==> src/rtl/gc_conf_sequencer_pkg.sv <==
// Shared global-controller definitions: sequencer state encoding, select IDs, sizing helper.
package gc_conf_sequencer_pkg;

   localparam int unsigned GC_STATE_W  = 3;
   localparam int unsigned GC_SELECT_W = 3;

   localparam logic [GC_STATE_W-1:0] ST_IDLE  = 3'd0;
   localparam logic [GC_STATE_W-1:0] ST_CLR   = 3'd1;
   localparam logic [GC_STATE_W-1:0] ST_LOAD  = 3'd2;
   localparam logic [GC_STATE_W-1:0] ST_NEXT  = 3'd3;
   localparam logic [GC_STATE_W-1:0] ST_DONE  = 3'd4;
   localparam logic [GC_STATE_W-1:0] ST_ERROR = 3'd5;

   // Select value no target answers to; the bus is parked here between transfers.
   localparam logic [GC_SELECT_W-1:0] GC_IDLE_SEL = 3'b111;
   // Select ID of the initializer target.
   localparam logic [GC_SELECT_W-1:0] GC_INIT_SEL = 3'b010;
   // Default load order: entry k sits at bits [k*3 +: 3].
   localparam logic [4*GC_SELECT_W-1:0] GC_DEFAULT_SEL_LIST = {3'd3, 3'd2, 3'd1, 3'd0};

   // Index width that stays at least one bit for a single-entry range.
   function automatic int unsigned gc_idx_width(input int unsigned n);
      return (n > 1) ? $clog2(n) : 1;
   endfunction

endpackage

==> src/rtl/gc_conf_sequencer_watchdog_cnt.sv <==
// Consecutive-stall counter for the LOAD phase; expire flags the last allowed cycle.
module gc_watchdog_cnt
   import gc_conf_sequencer_pkg::*;
#(
   parameter int unsigned TIMEOUT_CYCLES = 1024,
   localparam int unsigned CNT_W = gc_idx_width(TIMEOUT_CYCLES)
) (
   input  logic conf_clk,
   input  logic reset_n,
   input  logic clear,
   input  logic enable,
   output logic expire
);

   logic [CNT_W-1:0] count;

   // Count stalled cycles; clear has priority and the count saturates at expiry.
   always_ff @(posedge conf_clk or negedge reset_n) begin
      if (!reset_n) begin
         count <= '0;
      end else if (clear) begin
         count <= '0;
      end else if (enable && !expire) begin
         count <= count + CNT_W'(1);
      end
   end

   assign expire = (count == CNT_W'(TIMEOUT_CYCLES - 1));

endmodule

==> src/rtl/gc_conf_sequencer.sv <==
// Configuration sequencer: resets all targets, then streams host words to each target in list order.
module gc_conf_sequencer
   import gc_conf_sequencer_pkg::*;
#(
   parameter int unsigned NUM_TARGETS    = 4,
   parameter int unsigned SELECT_WIDTH   = 3,
   parameter int unsigned DATA_WIDTH     = 16,
   parameter logic [NUM_TARGETS*SELECT_WIDTH-1:0] TARGET_SEL_LIST = GC_DEFAULT_SEL_LIST,
   parameter logic [SELECT_WIDTH-1:0]   IDLE_SEL       = GC_IDLE_SEL,
   parameter int unsigned TIMEOUT_CYCLES = 1024,
   localparam int unsigned CUR_W = gc_idx_width(NUM_TARGETS)
) (
   input  logic                    conf_clk,
   input  logic                    reset_n,
   input  logic                    start,
   input  logic                    abort,
   input  logic [DATA_WIDTH-1:0]   in_data,
   input  logic                    in_valid,
   output logic                    in_ready,
   input  logic [NUM_TARGETS-1:0]  conf_ack_vec,
   output logic [SELECT_WIDTH-1:0] sel,
   output logic [DATA_WIDTH-1:0]   conf_bus,
   output logic                    tgt_reset,
   output logic                    busy,
   output logic                    done,
   output logic                    error,
   output logic [CUR_W-1:0]        cur_target
);

   logic [GC_STATE_W-1:0]   state;
   logic [GC_STATE_W-1:0]   state_nxt;
   logic [CUR_W-1:0]        cur_nxt;
   logic [SELECT_WIDTH-1:0] sel_tab [NUM_TARGETS];
   logic                    cur_acked;
   logic                    last_target;
   logic                    xfer;
   logic                    wd_clear;
   logic                    wd_enable;
   logic                    wd_expire;

   // Unpack the select list into a per-target table.
   for (genvar k = 0; k < NUM_TARGETS; k++) begin : g_sel_tab
      assign sel_tab[k] = TARGET_SEL_LIST[k*SELECT_WIDTH +: SELECT_WIDTH];
   end

   assign cur_acked   = conf_ack_vec[cur_target];
   assign last_target = (cur_target == CUR_W'(NUM_TARGETS - 1));

   // Zero-latency transfer path: handshake, select and data follow the host directly.
   always_comb begin
      in_ready = (state == ST_LOAD) && !cur_acked && !abort;
      xfer     = in_ready && in_valid;
      sel      = IDLE_SEL;
      conf_bus = '0;
      if (xfer) begin
         sel      = sel_tab[cur_target];
         conf_bus = in_data;
      end
   end

   // Next-state, target index and watchdog control.
   always_comb begin
      state_nxt = state;
      cur_nxt   = cur_target;
      wd_clear  = 1'b0;
      wd_enable = 1'b0;
      if (abort) begin
         state_nxt = ST_IDLE;
         wd_clear  = 1'b1;
      end else begin
         case (state)
            ST_IDLE, ST_DONE, ST_ERROR: begin
               if (start) begin
                  state_nxt = ST_CLR;
                  cur_nxt   = '0;
                  wd_clear  = 1'b1;
               end
            end
            ST_CLR: begin
               state_nxt = ST_LOAD;
            end
            ST_LOAD: begin
               if (cur_acked) begin
                  state_nxt = ST_NEXT;
               end else if (xfer) begin
                  wd_clear = 1'b1;
               end else if (wd_expire) begin
                  state_nxt = ST_ERROR;
               end else begin
                  wd_enable = 1'b1;
               end
            end
            ST_NEXT: begin
               if (last_target) begin
                  state_nxt = ST_DONE;
               end else begin
                  state_nxt = ST_LOAD;
                  cur_nxt   = cur_target + CUR_W'(1);
                  wd_clear  = 1'b1;
               end
            end
            default: begin
               state_nxt = ST_IDLE;
            end
         endcase
      end
   end

   // State register with status flags registered from the upcoming state.
   always_ff @(posedge conf_clk or negedge reset_n) begin
      if (!reset_n) begin
         state      <= ST_IDLE;
         cur_target <= '0;
         busy       <= 1'b0;
         done       <= 1'b0;
         error      <= 1'b0;
         tgt_reset  <= 1'b0;
      end else begin
         state      <= state_nxt;
         cur_target <= cur_nxt;
         busy       <= (state_nxt == ST_CLR) || (state_nxt == ST_LOAD) || (state_nxt == ST_NEXT);
         done       <= (state_nxt == ST_DONE);
         error      <= (state_nxt == ST_ERROR);
         tgt_reset  <= (state_nxt == ST_CLR);
      end
   end

   gc_watchdog_cnt #(
      .TIMEOUT_CYCLES (TIMEOUT_CYCLES)
   ) u_watchdog (
      .conf_clk (conf_clk),
      .reset_n  (reset_n),
      .clear    (wd_clear),
      .enable   (wd_enable),
      .expire   (wd_expire)
   );

endmodule

==> config.mk <==
export PLATFORM = sky130hd
export DESIGN_NAME = gc_conf_sequencer
export DESIGN_NICKNAME = d
export VERILOG_FILES = /design/src/rtl/gc_conf_sequencer_pkg.sv /design/src/rtl/gc_conf_sequencer_watchdog_cnt.sv /design/src/rtl/gc_conf_sequencer.sv
export SDC_FILE = /design/constraint.sdc
export NUM_CORES = 1
export LEC_CHECK = 0
export ABC_CLOCK_PERIOD_IN_PS = 3110
export CORE_MARGIN = 2
export CORE_UTILIZATION = 35
export CTS_CLUSTER_DIAMETER = 30
export CTS_CLUSTER_SIZE = 12
export DETAILED_ROUTE_END_ITERATION = 16
export GPL_TIMING_DRIVEN = 0
export PLACE_DENSITY = 0.67
export SLEW_MARGIN = 20
export SYNTH_ARGS = -nofsm -noshare
export SYNTH_HDL_FRONTEND = slang
export SYNTH_SLANG_ARGS = --single-unit
==> constraint.sdc <==
create_clock -name conf_clk -period 3.11 [get_ports conf_clk]
set_clock_uncertainty 0.2 [all_clocks]
set_input_delay 0.311 -clock conf_clk [delete_from_list [all_inputs] [get_ports conf_clk]]
set_output_delay 0.311 -clock conf_clk [all_outputs]
set_load 0.03 [all_outputs]
### Yosys cells after proc, flatten, opt, wreduce, memory -nomap -nowiden

Cells that the tools add are included.

* register bits after elaboration: 19
* latch bits: 0
* RAM bits: 0
* bits in read-only memories: 0
* bits of input ports: 25
* output and inout port bits: 26
* word-level logic and storage cells: 71
* memories kept: 0

* add/sub/neg operators: 2
* multipliers: 0
* divide/modulo/power cells: 0
* order comparisons: 2
* equality and inequality tests: 14
* shifts and indexed selects: 0
* multiplexer cells: 30
* bitwise gates (word level): 2
* reductions and logical operators: 14

Operators with widths (count)
* 3-bit two-way mux: 9
* 10-bit two-way mux: 2
* 16-bit two-way mux: 1
* 3-bit by 2-bit == test with 1-bit output, second input constant: 4
* 3-bit == test, second input constant: 4
* 3-bit case mux with 4 select lines: 1
* 1-bit two-way mux: 11
* 10-bit by 1-bit adder with 10-bit output, second input constant: 1
* 10-bit == test, second input constant: 1
* 3-bit binary-select mux with 2-bit select: 1
* 3-bit by 1-bit == test with 1-bit output, second input constant: 2
* 1-bit logical AND: 4
* 2-bit two-way mux: 2
* 2-bit != test, second input constant: 2
* 2-bit case mux with 2 select lines: 1
* 4-bit AND reduction: 1
* 2-bit nonzero test: 2
* 3-bit greater-or-equal comparator, second input constant: 1
* 1-bit zero test: 3
* 3-bit zero test: 1
* 2-bit by 3-bit less-than comparator with 1-bit output, second input constant: 1
* 2-bit inverter with 3-bit output: 1
* 1-bit case mux with 3 select lines: 1
* 3-bit OR reduction: 1
* other kinds (5): 6

### Logic depth before layout (Yosys ltp)

Gate-level depths: netlist (run 1).

* word-level depth: 13
* depth in mapped cells: 8
* gate-level depth less buffers: 5

### By module

From an unflattened synthesis (run 1), not the netlist that was laid out.

* cells, all modules: 137
* area, all modules: 1265.0 µm²

Modules (own cells, without submodules)
* gc_conf_sequencer: times used 1, cells each 81, area an instance 699.4 µm², seq. area each 225.2 µm²
* gc_watchdog_cnt: times used 1, cells each 56, area an instance 565.5 µm², seq. area each 250.2 µm²

### Worst setup path before layout (run 1)

Ideal clock, no wire load.

* path type: flip-flop to output port
* start point: register cur_target[0]
* end point: output port conf_bus[10]
* arrival time: 2.256 ns
* required time: 2.599 ns
* setup slack: 0.343 ns
* cell stages (with the launch flop): 5
* path buffers: 1
* path through: dfrtp_1 > mux4_2 > nor3_1 > clkbuf_1 > and2_1

* cells in the longest elaborated chain, start to end: 7

Ends and longest elaborated chain
* start: declaration: line gc_conf_sequencer.sv:27 `output logic [CUR_W-1:0] cur_target`
* start signal: assignment: line gc_conf_sequencer.sv:120 `cur_target <= cur_nxt;`
* 1-bit binary-select mux with 2-bit select: line gc_conf_sequencer.sv:46 `assign cur_acked = conf_ack_vec[cur_target];`
* 1-bit two-way mux (implied by the code): line gc_conf_sequencer.sv:46
* 1-bit zero test: line gc_conf_sequencer.sv:51 `in_ready = (state == ST_LOAD) && !cur_acked && !abort;`
* 1-bit logical AND (2 in a row): line gc_conf_sequencer.sv:51
* 1-bit logical AND: line gc_conf_sequencer.sv:52 `xfer = in_ready && in_valid;`
* 16-bit two-way mux: line gc_conf_sequencer.sv:55 `if (xfer) begin`
* end: declaration: line gc_conf_sequencer.sv:22 `output logic [DATA_WIDTH-1:0] conf_bus,`

Every way passes these cells. The select of a mux whose other input is x is not followed.

### Final worst setup path (run 1)

* start point: register state[2]
* end point: output port in_ready

* cells in the longest elaborated chain, start to end: 3

Ends and longest elaborated chain
* start: declaration: line gc_conf_sequencer.sv:30 `logic [GC_STATE_W-1:0] state;`
* start signal: assignment: line gc_conf_sequencer.sv:119 `state <= state_nxt;`
* 3-bit by 2-bit == test with 1-bit output: line gc_conf_sequencer.sv:51
* 1-bit logical AND (2 in a row): line gc_conf_sequencer.sv:51
* end: declaration: line gc_conf_sequencer.sv:19 `output logic in_ready,`

Every way passes these cells.

==> results of run 1 <==
## layer usage
| layer | GRT usage, % | vias up | wire (um) |
|---|---|---|---|
| met2 | 31.0 | 34 | 1900 |
| met1 | 25.4 | 644 | 1630 |
| met5 | 0 | - | 0 |
| met3 | 3.70 | 4 | 133 |
| met4 | 4.79 | 0 | 42 |
| li1 | - | 665 | - |
## cells by family (layout without fill, tap and decap cells)
| logic type | count (synthesis) | in the layout |
|---|---|---|
| mux | 3 | 3 |
| fa+ha+maj | 2 | 2 |
| flops | 19 | 19 |
| buf+inv | 15 | 72 |
| compound gates | 34 | 34 |
| simple gates | 73 | 73 |
## cell usage in the layout, fill, tap and decap left out, drive strengths merged, types with 3 or more instances in the layout
cell type      count
a21oi             12
or4                8
dfrtp             19
dlygate4sd2       16
o21ai              5
and4               3
o31ai             12
clkdlybuf4s50     30
inv                7
nand2b             4
nor3               3
nand2              8
dlymetal6s2s       3
and2              16
nor2               6
nand4              5
buf                6
clkbuf             8
or3                3
nor3b              3
nand3              4
## timing repair
action                                  in CTS  in global routing
endpoints found under the setup margin      20                  5
buffers inserted                             1                  2
hold endpoints to repair                     0                  0
gates resized for setup                     20                  5
pin swaps                                    1                  0
## metrics by stage
stage | instances | hold slack [ns] | worst slack [ns] | setup TNS, ns
after floorplan | 146 | -0.185 | 0.343 | 0
after CTS | 247 | 0.315 | 0.0465 | 0
after global placement | 242 | 0.350 | -0.524 | -6.94
after detailed placement | 242 | 0.358 | -0.639 | -8.71
after global routing | 249 | 0.348 | -0.00686 | -0.00686
final | 249 | 0.275 | 0.122 | 0
## worst max-delay path, stage by stage (launching register included)
cell	delay, ns
dfrtp_1	0.38
clkbuf_1	0.20
or3b_1	0.40
clkbuf_1	0.20
or3_1	0.35
buf_2	0.19
inv_1	0.08
clkdlybuf4s15_1	0.36
## sequential cells by signal, indices dropped and copies added (netlist names)
signal and cells:
done 1, cur_target 2, state 3, error 1, busy 1, u_watchdog.count 10, tgt_reset 1
## cell type report
class	instances	area, um^2	share of cell area (%)
multi-input cells	112	756	40.0
repair buffers	53	510	27.0
flip-flops and latches	19	477	25.2
well taps	46	57.6	3.05
plain buffers	8	35.0	1.85
inverters	7	26.3	1.39
clock buffers	3	22.5	1.19
clock inverters	1	5.00	0.265
## power by group
group          total [W]  leakage, nW  switching, W  internal [W]
Sequential      0.000255        0.260    0.00000266      0.000253
Combinational   0.000119        0.532     0.0000626     0.0000563
Clock           0.000129       0.0177     0.0000809     0.0000481
## how the worst max path moves through the flow
stage                                          from      endpoint
final                            state[2]$_DFF_PN0_      in_ready
after detailed placement            conf_ack_vec[3]  conf_bus[14]
after CTS                 cur_target[0]$_DFFE_PN0P_        sel[2]
after global placement              conf_ack_vec[2]  conf_bus[10]
after floorplan           cur_target[0]$_DFFE_PN0P_  conf_bus[10]
after global routing             state[2]$_DFF_PN0_      in_ready
==> out/summary.md, run 1 <==
* fraction of final layout cells with drive strength greater than 1: 7.88%
* dominant synthesized flop cell: dfrtp_1
* Final nets: 231
* number of buffers inserted during clock tree synthesis: 3
* critical path endpoint category: output port
* DR iter-0 viols: 87
* std cell rows: 21
* maximum vdd ir drop: 0.159 mV
* post-detailed-placement half-perimeter wirelength: 2780 um
* transition time at the pin with the least slew margin: 0.984 ns
* area of the die: 4130 um^2
* source-to-sink clock delay at the later pin of the worst-skew pair: 0.31 ns
* register-to-register setup slack: 0.38 ns
* Max Clk Rate: 335 MHz
* fill cell total of the finished layout: 323
* effective utilization at floorplan: 37.3%
* CTS Hold Buffers Added: 0
* number of unique standard cell types used by synthesis: 35
* routability congestion estimate: 0.890
* IO Port Bufs: 50
* Clock H-tree levels: 1
* WL final: 3710 um
* global-route wire length before repair: 6180 um
* IO Count: 51
* status: finished clean
* number of clock sinks: 19
* Relative slew margins: 33.9%
* vertical die dimension: 64.3 um
* startpoint types: flop
* initial antenna violation count: 0
* total DRC errors in the routed layout: 0
* total vias in the final route: 1347
* final instance area: 1890 um^2
* count of state elements after synthesis: 19
* most repeated cell in the gate-level netlist after synthesis: dfrtp_1
* Netlist Area Pre-Place: 1270 um^2
* cell types occupying the most area after synthesis: dfrtp_1, and2_1, o31ai_1
* Clock Tree Root: clkbuf_4
* dominant cell type by area after synthesis: dfrtp_1
* DIE WIDTH: 64.3 um
* arrival time worst endpoint: 2.48 ns
* Hold Fails Final Rpt: 0
* clock buffer depth: 2
* final worst path period share: 96.1%
* dominant combinational cell family by area after synthesis: simple AND/OR/NAND/NOR gates
* max cap viols: 0
* final setup violation count: 0
* Antenna Cells: 0
* average size of a mapped cell: 8.72 um^2
* total power consumption of the routed design: 0.000503 W
* Warnings, synthesis: 0
* power density relative to cell area: 266 nW/um^2
* share of synthesized cell area in full adder, half adder and majority cells: 1.97%
* number of global-route vias before repair: 1304
* Synth Area in Simple Gates: 35.1%
* CTS tree: yes
* detailed-routing iteration count for the pre-antenna-repair pass: 4
* post-detailed-route count of antenna-violating nets: 0
* area growth from synthesis to layout: 48.5%
* clock-pin slew reported for the worst setup and hold paths after clock tree synthesis: 0.12 ns
* FF-to-FF path depth: 8
* number of max-slew violations in the final report: 0
* number of flops mapped to enable cells by yosys: 0
* area fraction in compound gates after synthesis: 17.4%
* grt ovf: 0
* most frequent cells after synthesis: dfrtp_1, and2_1, a21oi_1, o31ai_1
* mux contribution to synthesized area: 3.44%
* Seq/Total Area, Yosys: 37.4%
* fin util: 55.3%
* type of the most critical hold path: in -> async
* share of flip-flops with an asynchronous set or reset after synthesis: 100%
* xor-xnor portion of the synthesized cell area: 0%
* placeable core region: 3420 um^2
* Critical Path Fanout Max: 10
* LEAKAGE: 0.810 nW
* Cells after Synth: 146
* number of vias per cell: 5.41
* pin count of the biggest net entering global routing: 20
* placement-stage cell area: 1840 um^2
* RR Startpoint: state[2]$_DFF_PN0_
* nets in the synthesized netlist: 173
* Crit path required time: 2.60 ns
* share of the synthesized area in the top cell type: 37.4%
* time the final worst path needs with I/O delays and setup: 2.99 ns
* aggregate global-route resource usage: 18.8%
* worst flop-to-flop path endpoint: u_watchdog.count[3]$_DFFE_PN0P_
* post-DR wirelength/cell: 14.9 um
* Crit Path Class: reg -> out
Note: power is estimated with default switching activity, not from simulation.
==> run 2, diff against run 1 <==
Settings changed: RECOVER_POWER from default to 100.
==> out/summary.md, run 2 (same netlist as run 1, synthesis figures left out) <==
* source-to-sink clock delay at the later pin of the worst-skew pair: 0.30 ns, about the same
* Clock H-tree levels: 1, unchanged
* DIE WIDTH: 64.3 um, unchanged
* worst hold margin: 0.347 ns, +0.0722 ns
* Hold Fails Final Rpt: 0, unchanged
* number of buffers inserted during clock tree synthesis: 3, unchanged
* transition time at the pin with the least slew margin: 0.959 ns, -0.0253 ns
* met1 global-route usage: 25.4%, unchanged
* placeable core region: 3420 um^2, unchanged
* global-route wire length before repair: 6180 um, unchanged
* number of vias per cell: 5.43, +0.30%
* post-DR wirelength/cell: 14.8 um, -0.40%
* most common cell after layout, fill and taps aside: clkdlybuf4s50_1
* fraction of final layout cells with drive strength greater than 1: 7.39%, -0.49 points
* leading registers by flop count: u_watchdog.count (10), state (3), cur_target (2)
* number of clock sinks: 19, unchanged
* final setup violation count: 0, unchanged
* total vias in the final route: 1351, +0.30%
* area growth from synthesis to layout: 46.8%
* multi-input logic area: 756 um^2, unchanged
* time the final worst path needs with I/O delays and setup: 2.99 ns, +0.00212 ns
* vertical die dimension: 64.3 um, unchanged
* number of global-route vias before repair: 1304, unchanged
* effective utilization at floorplan: 37.3%, unchanged
* Relative slew margins: 35.6%, +1.7 points
* aggregate global-route resource usage: 18.8%, unchanged
* WL final: 3690 um, -0.40%
* met2 GRT Util: 31.0%, unchanged
* Antenna Cells: 0, unchanged
* final worst path period share: 96.2%, about the same
* fill cell total of the finished layout: 329, +1.9%
* maximum vdd ir drop: 0.159 mV, +0.11%
* status: finished clean
* number of flip-flops under the largest register name: 10, unchanged
* initial antenna violation count: 0, unchanged
* Clock Tree Root: clkbuf_4
* fin util: 54.7%, -0.62 points
* LEAKAGE: 0.819 nW, +1.1%
* DR iter-0 viols: 71, -18%
* Critical Path Fanout Max: 10, unchanged
* startpoint types: flop
* IO Port Bufs: 50, unchanged
* post-detailed-route count of antenna-violating nets: 0, unchanged
* CTS Hold Buffers Added: 0, unchanged
* Crit Path Class: reg -> out
* Final nets: 231, unchanged
* arrival time worst endpoint: 2.48 ns, about the same
* Max Clk Rate: 334 MHz, about the same
* clock-pin slew reported for the worst setup and hold paths after clock tree synthesis: 0.12 ns, about the same
* critical path endpoint category: output port
* area of the die: 4130 um^2, unchanged
* number of max-slew violations in the final report: 0, unchanged
* grt ovf: 0, unchanged
* post-detailed-placement half-perimeter wirelength: 2780 um, unchanged
* max cap viols: 0, unchanged
* register bank with the most flops: u_watchdog.count
* clock buffer depth: 2, unchanged
* total DRC errors in the routed layout: 0, unchanged
* routability congestion estimate: 0.890, unchanged
* Crit path required time: 2.60 ns, about the same
* detailed-routing iteration count for the pre-antenna-repair pass: 4, unchanged
* pin count of the biggest net entering global routing: 20, unchanged
* GRT busiest layer: met2
* global-route met3 utilization: 3.70%, unchanged
* std cell rows: 21, unchanged
* IO Count: 51, unchanged
* power density relative to cell area: 267 nW/um^2, +0.24%
* type of the most critical hold path: in -> async
* sequential cell area: 475 um^2, -0.26%
* CTS tree: yes
* most frequent cells in the layout: clkdlybuf4s50_1, dfrtp_1, dlygate4sd2_1
run 2: cell count changes in the layout (fill, tap and decap cells not counted), moves of 2 or more:
cell,before,now
dlymetal6s2s_1,3,1
and2_0,0,4
clkbuf_1,4,6
and2_1,16,12
buf_4,3,1
dlygate4sd3_1,0,7
clkdlybuf4s50_1,30,23
run 2: repair_timing:
item                                    4_1_cts  5_1_grt
resized for setup                            20        5
pin swaps                                     1        0
endpoints found under the setup margin       20        5
hold endpoints to repair                      0        0
buffers inserted                              1        2
run 2: through the flow:
stage	cells	area (um^2)	setup slack (ns)	total power (W)	TNS, ns
after global placement	242	1830	-0.524	0.000372	-6.94
final	249	1870	0.120	0.000499	0
after global routing	249	1870	-0.00958	0.000529	-0.0165
after detailed placement	242	1840	-0.639	0.000376	-8.71
after floorplan	146	1270	0.343	0.000314	0
after CTS	247	1860	0.0465	0.000503	0
run 2: final cells by class:
class                           instances  area share, %
Tap cell                               46           3.08
Timing Repair Buffer                   53           26.3
Multi-Input combinational cell        112           40.5
Sequential cell                        19           25.5
Clock inverter                          1          0.268
Clock buffer                            3           1.21
Inverter                                7           1.41
Buffer                                  8           1.88
run 2: final timing paths:
path / cells past startpoint / slack [ns] / end / from
min in group conf_clk: 2 / 0.38 / u_watchdog.count[9]$_DFFE_PN0P_ / u_watchdog.count[9]$_DFFE_PN0P_
worst max-delay path: 7 / 0.12 / in_ready / state[2]$_DFF_PN0_
worst min register to register: 2 / 0.38 / u_watchdog.count[9]$_DFFE_PN0P_ / u_watchdog.count[9]$_DFFE_PN0P_
worst min-delay path: 1 / 0.35 / u_watchdog.count[4]$_DFFE_PN0P_ / reset_n
max in group asynchronous: 1 / 1.83 / u_watchdog.count[9]$_DFFE_PN0P_ / reset_n
worst max register to register: 8 / 0.37 / u_watchdog.count[3]$_DFFE_PN0P_ / state[2]$_DFF_PN0_
run 2: critical path, cell delays in order (launching register included):
cell and delay, ns:
dfrtp_1 0.38, clkbuf_1 0.20, or3b_1 0.40, clkbuf_1 0.20
or3_1 0.36, buf_2 0.19, inv_1 0.08, clkdlybuf4s15_1 0.36
run 2: layer usage:
layer	up-vias	share of wire (%)
met1	653	44
met2	31	51
met4	0	1.1
met3	4	3.5
li1	663	-
met5	-	0
run 2: report_power, final:
| group | leakage, nW | switching (W) | internal [W] |
|---|---|---|---|
| registers | 0.262 | 0.00000248 | 0.000253 |
| clock network | 0.0177 | 0.0000791 | 0.0000480 |
| logic | 0.540 | 0.0000625 | 0.0000541 |
==> run 3, diff against run 2 <==
Settings changed: CELL_PAD_IN_SITES_DETAIL_PLACEMENT from default to 1, CELL_PAD_IN_SITES_GLOBAL_PLACEMENT from default to 1, CORE_UTILIZATION 35 to 31, PLACE_DENSITY 0.67 to default, PLACE_DENSITY_LB_ADDON from default to 0.1, TNS_END_PERCENT from default to 1.
==> out/summary.md, run 3 (same netlist as run 1, synthesis figures left out) <==
* post-detailed-placement half-perimeter wirelength: 3380 um, +22%
* power density relative to cell area: 291 nW/um^2, +9.1%
* launch instance of the worst min-delay path: u_watchdog.count[5]$_DFFE_PN0P_
* total DRC errors in the routed layout: 0, unchanged
* area of the die: 4630 um^2, +12%
* post-layout worst setup margin: 0.126 ns, +0.00648 ns
* startpoint types: flop
* placement-stage cell area: 1840 um^2, +0.27%
* number of flip-flops under the largest register name: 10, unchanged
* post-DR wirelength/cell: 17.1 um, +15%
* Crit path required time: 2.60 ns, about the same
* time the final worst path needs with I/O delays and setup: 2.98 ns, -0.00648 ns
* Clock Tree Root: clkbuf_8
* number of global-route vias before repair: 1544, +18%
* FF-to-FF path depth: 8, unchanged
* Max Clk Rate: 335 MHz, +0.22%
* Clock H-tree levels: 1, unchanged
* maximum vdd ir drop: 0.135 mV, -15%
* register bank with the most flops: u_watchdog.count
* Worst Hold Path EP: u_watchdog.count[5]$_DFFE_PN0P_
* Hold Fails Final Rpt: 0, unchanged
* transition time at the pin with the least slew margin: 0.950 ns, -0.00903 ns
* max cap viols: 0, unchanged
* initial antenna violation count: 0, unchanged
* Worst Setup Slack post-DPL: -0.728 ns, -0.0887 ns
* number of clock sinks: 19, unchanged
* setup TNS: 0 ns, unchanged
* global-route wire length before repair: 7210 um, +17%
* Antenna Cells: 0, unchanged
* post-detailed-route count of antenna-violating nets: 0, unchanged
* total vias in the final route: 1422, +5.3%
* number of buffers inserted during clock tree synthesis: 3, unchanged
* clock buffer depth: 2, unchanged
* final worst path period share: 95.9%, -0.21 points
* aggregate global-route resource usage: 20.5%, +1.6 points
* vertical die dimension: 68.1 um, +5.9%
* placeable core region: 3970 um^2, +16%
* pin count of the biggest net entering global routing: 20, unchanged
* IO Count: 51, unchanged
* WL final: 4300 um, +17%
* routability congestion estimate: 0.770, -13%
* Crit Path Class: reg -> out
* DIE WIDTH: 68.1 um, +5.9%
* critical path endpoint category: output port
* register-to-register setup slack: 0.33 ns, -0.04 ns
* total power consumption of the routed design: 0.000550 W, +10%
* most frequent cells in the layout: clkdlybuf4s50_1, dfrtp_1, dlygate4sd2_1, and2_1
* fin util: 47.5%, -7.2 points
* type of the most critical hold path: reg -> reg
* LEAKAGE: 0.828 nW, +1.0%
* Critical Path Fanout Max: 10, unchanged
* final setup violation count: 0, unchanged
* detailed-routing iteration count for the pre-antenna-repair pass: 4, unchanged
* CTS tree: yes
* Worst Hold Path Cells: 2
* number of vias per cell: 5.64, +4.0%
* source-to-sink clock delay at the later pin of the worst-skew pair: 0.26 ns, -0.04 ns
* IO Port Bufs: 50, unchanged
* area growth from synthesis to layout: 48.3%
* clock-pin slew reported for the worst setup and hold paths after clock tree synthesis: 0.08 ns, -0.04 ns
* Relative slew margins: 36.2%, +0.61 points
* fraction of final layout cells with drive strength greater than 1: 5.94%, -1.4 points
* RR Startpoint: state[2]$_DFF_PN0_
* status: finished clean
* effective utilization at floorplan: 32.0%, -5.2 points
* grt ovf: 0, unchanged
* Final nets: 230, -0.43%
* worst flop-to-flop path endpoint: u_watchdog.count[7]$_DFFE_PN0P_
* most common cell after layout, fill and taps aside: clkdlybuf4s50_1
* std cell rows: 23, +9.5%
* number of max-slew violations in the final report: 0, unchanged
* DR iter-0 viols: 68, -4.2%
* leading registers by flop count: u_watchdog.count (10), state (3), cur_target (2)
* arrival time worst endpoint: 2.47 ns, about the same
* final instance area: 1890 um^2, +1.0%
run 3: area by class of cell:
type,instances,area [um^2]
inverter,7,26.3
sequential,19,475
fill,477,2080
timing repair buffer,52,487
clock buffer,4,45.0
multi-input combinational,112,756
buffer,8,35.0
tap,50,62.6
run 3: repair_timing:
action,CTS,global route
buffers inserted,1,1
endpoints found under the setup margin,20,3
gates resized for setup,20,2
hold buffers,0,0
pin swaps,1,0
run 3: critical path, stage by stage (launching register included):
cell and delay (ns):
dfrtp_1 0.36, clkbuf_1 0.21, or3b_1 0.39, clkbuf_1 0.20, or3_1 0.37, buf_2 0.20, inv_1 0.09, dlygate4sd2_1 0.41
run 3: how the worst max path moves through the flow:
stage	startpoint	slack, ns	cells after the start	to
floorplan	cur_target[0]$_DFFE_PN0P_	0.34	4	conf_bus[10]
global placement	conf_ack_vec[3]	-0.58	6	conf_bus[12]
detailed placement	conf_ack_vec[3]	-0.73	6	conf_bus[11]
CTS	cur_target[0]$_DFFE_PN0P_	0.1	5	sel[2]
global route	state[2]$_DFF_PN0_	-0.004	7	in_ready
finish	state[2]$_DFF_PN0_	0.13	7	in_ready
run 3: report_power, final:
group	internal, W	switching, W
Combinational	0.0000527	0.0000652
Sequential	0.000252	0.00000250
Clock	0.0000911	0.0000857
Total	0.000396	0.000153
run 3: per-layer routing:
metal	vias up	share of wire, %	GRT usage [%]
li1	660	-	-
met1	707	44	27.7
met2	47	50	34.0
met3	8	4.7	3.95
met4	0	1.4	4.00
met5	-	0	0
run 3: through the flow:
step	hold WS, ns	cells
6_report	0.378	252
5_1_grt	0.436	252
4_1_cts	0.376	251
3_5_place_dp	0.365	246
3_3_place_gp	0.348	246
2_1_floorplan	-0.185	146
